$ cat src/rtl/fb_loader.sv
// fb_loader: byte-stream frame-buffer writer for the 128x128 RGB444 image memory.
// It waits for a start-of-frame marker, packs R,G,B byte triplets into 12-bit
// pixels and writes them in raster order. A write only happens while the display
// is blanked, so a frame being loaded never tears on screen.
module fb_loader #(
    parameter int         PIX_COUNT = 16384,
    parameter int         ADDR_W    = 14,
    parameter logic [7:0] SOF_BYTE  = 8'hA5
) (
    input  logic              clk,
    input  logic              rst_n,
    input  logic              start,
    input  logic              abort,
    input  logic              blank,
    input  logic [7:0]        in_data,
    input  logic              in_valid,
    output logic              in_ready,
    output logic              wr_en,
    output logic [ADDR_W-1:0] wr_addr,
    output logic [11:0]       wr_data,
    output logic              busy,
    output logic              frame_done
);

    typedef enum logic [2:0] {
        IDLE,
        SYNC,
        GET_R,
        GET_G,
        GET_B,
        WRITE,
        DONE
    } state_t;

    localparam logic [ADDR_W-1:0] LAST_PIX = ADDR_W'(PIX_COUNT - 1);
    localparam logic [ADDR_W-1:0] ONE      = ADDR_W'(1);

    state_t            state;
    logic [ADDR_W-1:0] pix_cnt;
    logic [7:0]        r_reg;
    logic [7:0]        g_reg;
    logic [7:0]        b_reg;
    logic              accept;

    // The block takes bytes only while hunting for the marker or collecting colours.
    always_comb begin
        in_ready = 1'b0;
        case (state)
            SYNC, GET_R, GET_G, GET_B: in_ready = 1'b1;
            default:                   in_ready = 1'b0;
        endcase
    end

    assign accept = in_valid && in_ready;

    // An abort in the WRITE cycle cancels the write so no partial pixel lands in memory.
    assign wr_en      = (state == WRITE) && blank && !abort;
    assign wr_addr    = pix_cnt;
    assign wr_data    = {r_reg[7:4], g_reg[7:4], b_reg[7:4]};
    assign busy       = (state != IDLE);
    assign frame_done = (state == DONE);

    // Frame sequencer: marker hunt, colour capture, blank-gated write, end-of-frame pulse.
    always_ff @(posedge clk or negedge rst_n) begin
        if (!rst_n) begin
            state   <= IDLE;
            pix_cnt <= '0;
            r_reg   <= '0;
            g_reg   <= '0;
            b_reg   <= '0;
        end else if (abort) begin
            state   <= IDLE;
            pix_cnt <= '0;
        end else begin
            case (state)
                IDLE: begin
                    if (start) begin
                        state   <= SYNC;
                        pix_cnt <= '0;
                    end
                end
                SYNC: begin
                    if (accept && (in_data == SOF_BYTE)) begin
                        state <= GET_R;
                    end
                end
                GET_R: begin
                    if (accept) begin
                        r_reg <= in_data;
                        state <= GET_G;
                    end
                end
                GET_G: begin
                    if (accept) begin
                        g_reg <= in_data;
                        state <= GET_B;
                    end
                end
                GET_B: begin
                    if (accept) begin
                        b_reg <= in_data;
                        state <= WRITE;
                    end
                end
                WRITE: begin
                    if (blank) begin
                        if (pix_cnt == LAST_PIX) begin
                            pix_cnt <= '0;
                            state   <= DONE;
                        end else begin
                            pix_cnt <= pix_cnt + ONE;
                            state   <= GET_R;
                        end
                    end
                end
                DONE: begin
                    state <= IDLE;
                end
                default: begin
                    state <= IDLE;
                end
            endcase
        end
    end

endmodule

$ cat config.mk
export PLATFORM = sky130hd
export DESIGN_NAME = fb_loader
export DESIGN_NICKNAME = d
export VERILOG_FILES = /design/src/rtl/fb_loader.sv
export SDC_FILE = /design/constraint.sdc
export NUM_CORES = 1
export LEC_CHECK = 0
export ABC_CLOCK_PERIOD_IN_PS = 1760
export BUFFER_PORTS_ARGS = -buffer_cell sky130_fd_sc_hd__clkbuf_2
export CAP_MARGIN = 20
export CELL_PAD_IN_SITES_DETAIL_PLACEMENT = 1
export CELL_PAD_IN_SITES_GLOBAL_PLACEMENT = 1
export CORE_MARGIN = 8
export CORE_UTILIZATION = 36
export CTS_CLUSTER_SIZE = 12
export DETAILED_ROUTE_END_ITERATION = 16
export PLACE_DENSITY_LB_ADDON = 0.3
export SLEW_MARGIN = 0
export SYNTH_ARGS = -nofsm -noshare
export SYNTH_HDL_FRONTEND = slang
export SYNTH_SLANG_ARGS = --single-unit
$ cat constraint.sdc
create_clock -name clk -period 1.76 [get_ports clk]
set_input_delay 0.352 -clock clk [delete_from_list [all_inputs] [get_ports clk]]
set_output_delay 0.352 -clock clk [all_outputs]
set_load 0.02 [all_outputs]
==> summary.txt <==
Placement
  – Post-DP HPWL: 3946 um
  – Placer Congestion: 0.8163
  – Post-DP Area: 2051 um2
  – PortBufs: 43

STA
  – Slew Limit Fails: 0
  – Post-layout min period: 1.795 ns
  – RSZ-0062 raised after global routing: yes
  – Final setup viols: 4
  – Final Skew: a little over 0.005 ns
  – Worst Tran Pin Value: between 0.7 and 0.8 ns
  – Relative slew slack: 48.06%
  – Worst setup margin: -0.03512 ns
  – Fmax: approximately 0.56 GHz
  – Final Hold Fails: 0
  – Fin crit share: 102.0%

Floorplanning
  – I/O pin count: 44
  – Die area: around 7000 um2
  – DIE WIDTH: 83.32 um
  – Core area: between 4000 and 5000 um2
  – Cell Rows: 24
  – Initial Utilization: between 30% and 40%
  – Die H: between 80 and 90 um

Layout
  – Ratio of cells with drive above 1 in the final layout: between 50% and 60%
  – P&R area growth vs syn: 46.17%
  – Number of diodes: 0
  – Fin nets: around 250
  – Fin area: 2385 um2
  – Number of flip-flops in the largest register: 14

GRT
  – GRT Total Usage: 16.39%
  – Pin count of the biggest net entering global routing: 30
  – Vias in the first global route: between 1.5k and 2k
  – Grt ovf: 0
  – First-pass GRT wire length: 9273 um
  – Antenna violations before repair: 0

Yosys
  – Sequential share of the synthesized area: between 40% and 50%
  – Yosys top cell area share: 44.48%
  – Flops & latches, synth: 29
  – Distinct cell type count after synthesis: 45
  – Mapped Area: 1632 um2
  – Synth area leaders: dfrtp_1 (44%), mux2_2 (5.5%), nand3_1 (4.0%)
  – Top-count cell post-synth: dfrtp_1
  – Avg Inst Size Synth: 10.39 um2
  – Warnings from Yosys: 0
  – Post-Syn Instances: 157
  – Async SR Flop Fraction: 100.0%
  – Cell taking the most area after synthesis: dfrtp_1
  – Number of flops mapped to enable cells by yosys: 0
  – Main synth FF type: dfrtp_1
  – Synth cell count leaders: dfrtp_1 (29), nand3_1 (13), nand2_1 (9)
  – Syn Nets: 172

Routing
  – Mean number of vias per cell: 5.624
  – Router iterations before antenna repair: 4
  – Routed WL: 5842 um
  – Avg WL per Cell: 20.36 um
  – DRT iter0 DRCs: 71
  – Via count of the routed design: about 1.6k
  – Post-route antenna net violation count: 0
  – DRC Markers: 0

Outcome
  – Outcome: finished, violations left
  – Violated checks: negative setup slack

Clocking
  – CTS tree: yes
  – CTS buffer count: 5
  – Clock root buffer: clkbuf_8
  – Htree depth: 2
  – Worst skew pair latency: 0.29 ns
  – Largest buffer count on any clock path: 2
  – Clock Sinks: 29
  – Clk slew on worst S/H paths: 0.07 ns
  – Cts hold-fix bufs: 0

Setup path
  – Worst reg2reg path startpoint: state[1]
  – Worst r2r dst: wr_addr[13]
  – Critical path startpoint category: flip-flop
  – Worst Reg-to-Reg Cells: 6
  – CP endpoint kind: flip-flop
  – Critical path required time: 1.98 ns
  – Setup crit start: state[1]
  – Crit-path max FO: 5
  – CP arrival: between 2 and 2.5 ns
  – CP Class: reg -> reg
  – Reg2reg setup slack: -0.04 ns

Pwr
  – Power per standard cell area: between 1000 and 1500 nW/um2
  – Worst ir drop on vdd: roughly 0.6 mV
  – Final total power: 0.002652 W
  – Static leakage: between 1 and 1.5 nW

Worst hold path
  – Hold WC Path Type: in -> async

Job
  – Max Cap Viol: 0
==> power by group <==
| part | leakage [nW] | switching, W | internal [W] |
|---|---|---|---|
| clock network | 0.0439 | 0.000276 | 0.000272 |
| registers | 0.389 | 0.000111 | 0.000788 |
| logic | 0.694 | 0.000606 | 0.000599 |
| total | 1.13 | 0.000993 | 0.00166 |
==> how the worst max path moves through the flow <==
stage	end	cells past startpoint
final	wr_addr[13]	6
after CTS	wr_addr[8]	5
after detailed placement	g_reg[7]	4
after global routing	wr_addr[8]	5
after global placement	g_reg[4]	4
after floorplan	wr_addr[3]	5
==> final cells by class <==
cell class,instances,area [um2]
fillers,494,1969
multi-input cells,116,960.9
flip-flops and latches,29,729.5
repair buffers,77,524.3
clock buffers,5,68.82
well taps,52,65.06
inverters,5,18.77
clock inverters,3,17.52
==> stage by stage <==
stage	hold slack, ns	instances	util [%]	TNS, ns	setup slack (ns)
floorplan	0.05641	157	-	0	0.004392
global placement	0.4346	268	47.10	-0.00003775	-0.00003775
detailed placement	0.4653	268	47.10	-0.3681	-0.06897
CTS	0.1497	282	52.16	-0.1039	-0.03930
global route	0.1734	287	54.77	-0.5131	-0.07647
finish	0.1257	287	54.77	-0.06818	-0.03512
==> worst max-delay path, cell delays in order (launching register included) <==
cell      delay [ns]
dfrtp_2         0.44
buf_6           0.13
nor4b_4         0.37
buf_4           0.21
o311ai_4        0.10
or3_1           0.33
a21oi_1         0.15
==> placed cells by master (no fill, tap or decap), drive strengths merged, types with 3 or more instances in the layout <==
cell type,n
inv,5
dfrtp,29
nand4,6
and3,5
clkbuf,45
nor2,6
nand2,9
a31oi,3
nand3,13
o22ai,3
a211o,3
o21ai,7
o31ai,3
buf,37
mux2,12
a21oi,8
nand2b,4
or3,6
mux2i,3
==> cell families (layout without fill, tap and decap cells) <==
kind of cell             Yosys count  count (layout)  synth area share, %
AO/OA/AOI/OAI                     30              30                12.04
XOR/XNOR                           2               2                1.074
adder cells (fa/ha/maj)            1               1               0.7667
buffers and inverters             13              90                3.910
flip-flops                        29              29                44.48
multiplexers                      15              15                11.04
AND/OR/NAND/NOR                   67              68                26.69
==> per-layer routing <==
layer  vias to the layer above  global-route usage, %  share of wire (%)
li1                        743                      -                  -
met1                       809                  17.53                 40
met2                        49                  29.21                 52
met3                        13                  4.492                5.0
met4                         0                  7.188                2.4
met5                         -                      0                  0
==> what timing repair did <==
action / 4_1_cts / 5_1_grt
pin swaps: 4 / 10
resized for setup: 18 / 18
gates cloned: 0 / 1
buffers inserted: 8 / 4
setup endpoints to repair: 10 / 20
Power figures use the tool's default switching activity.
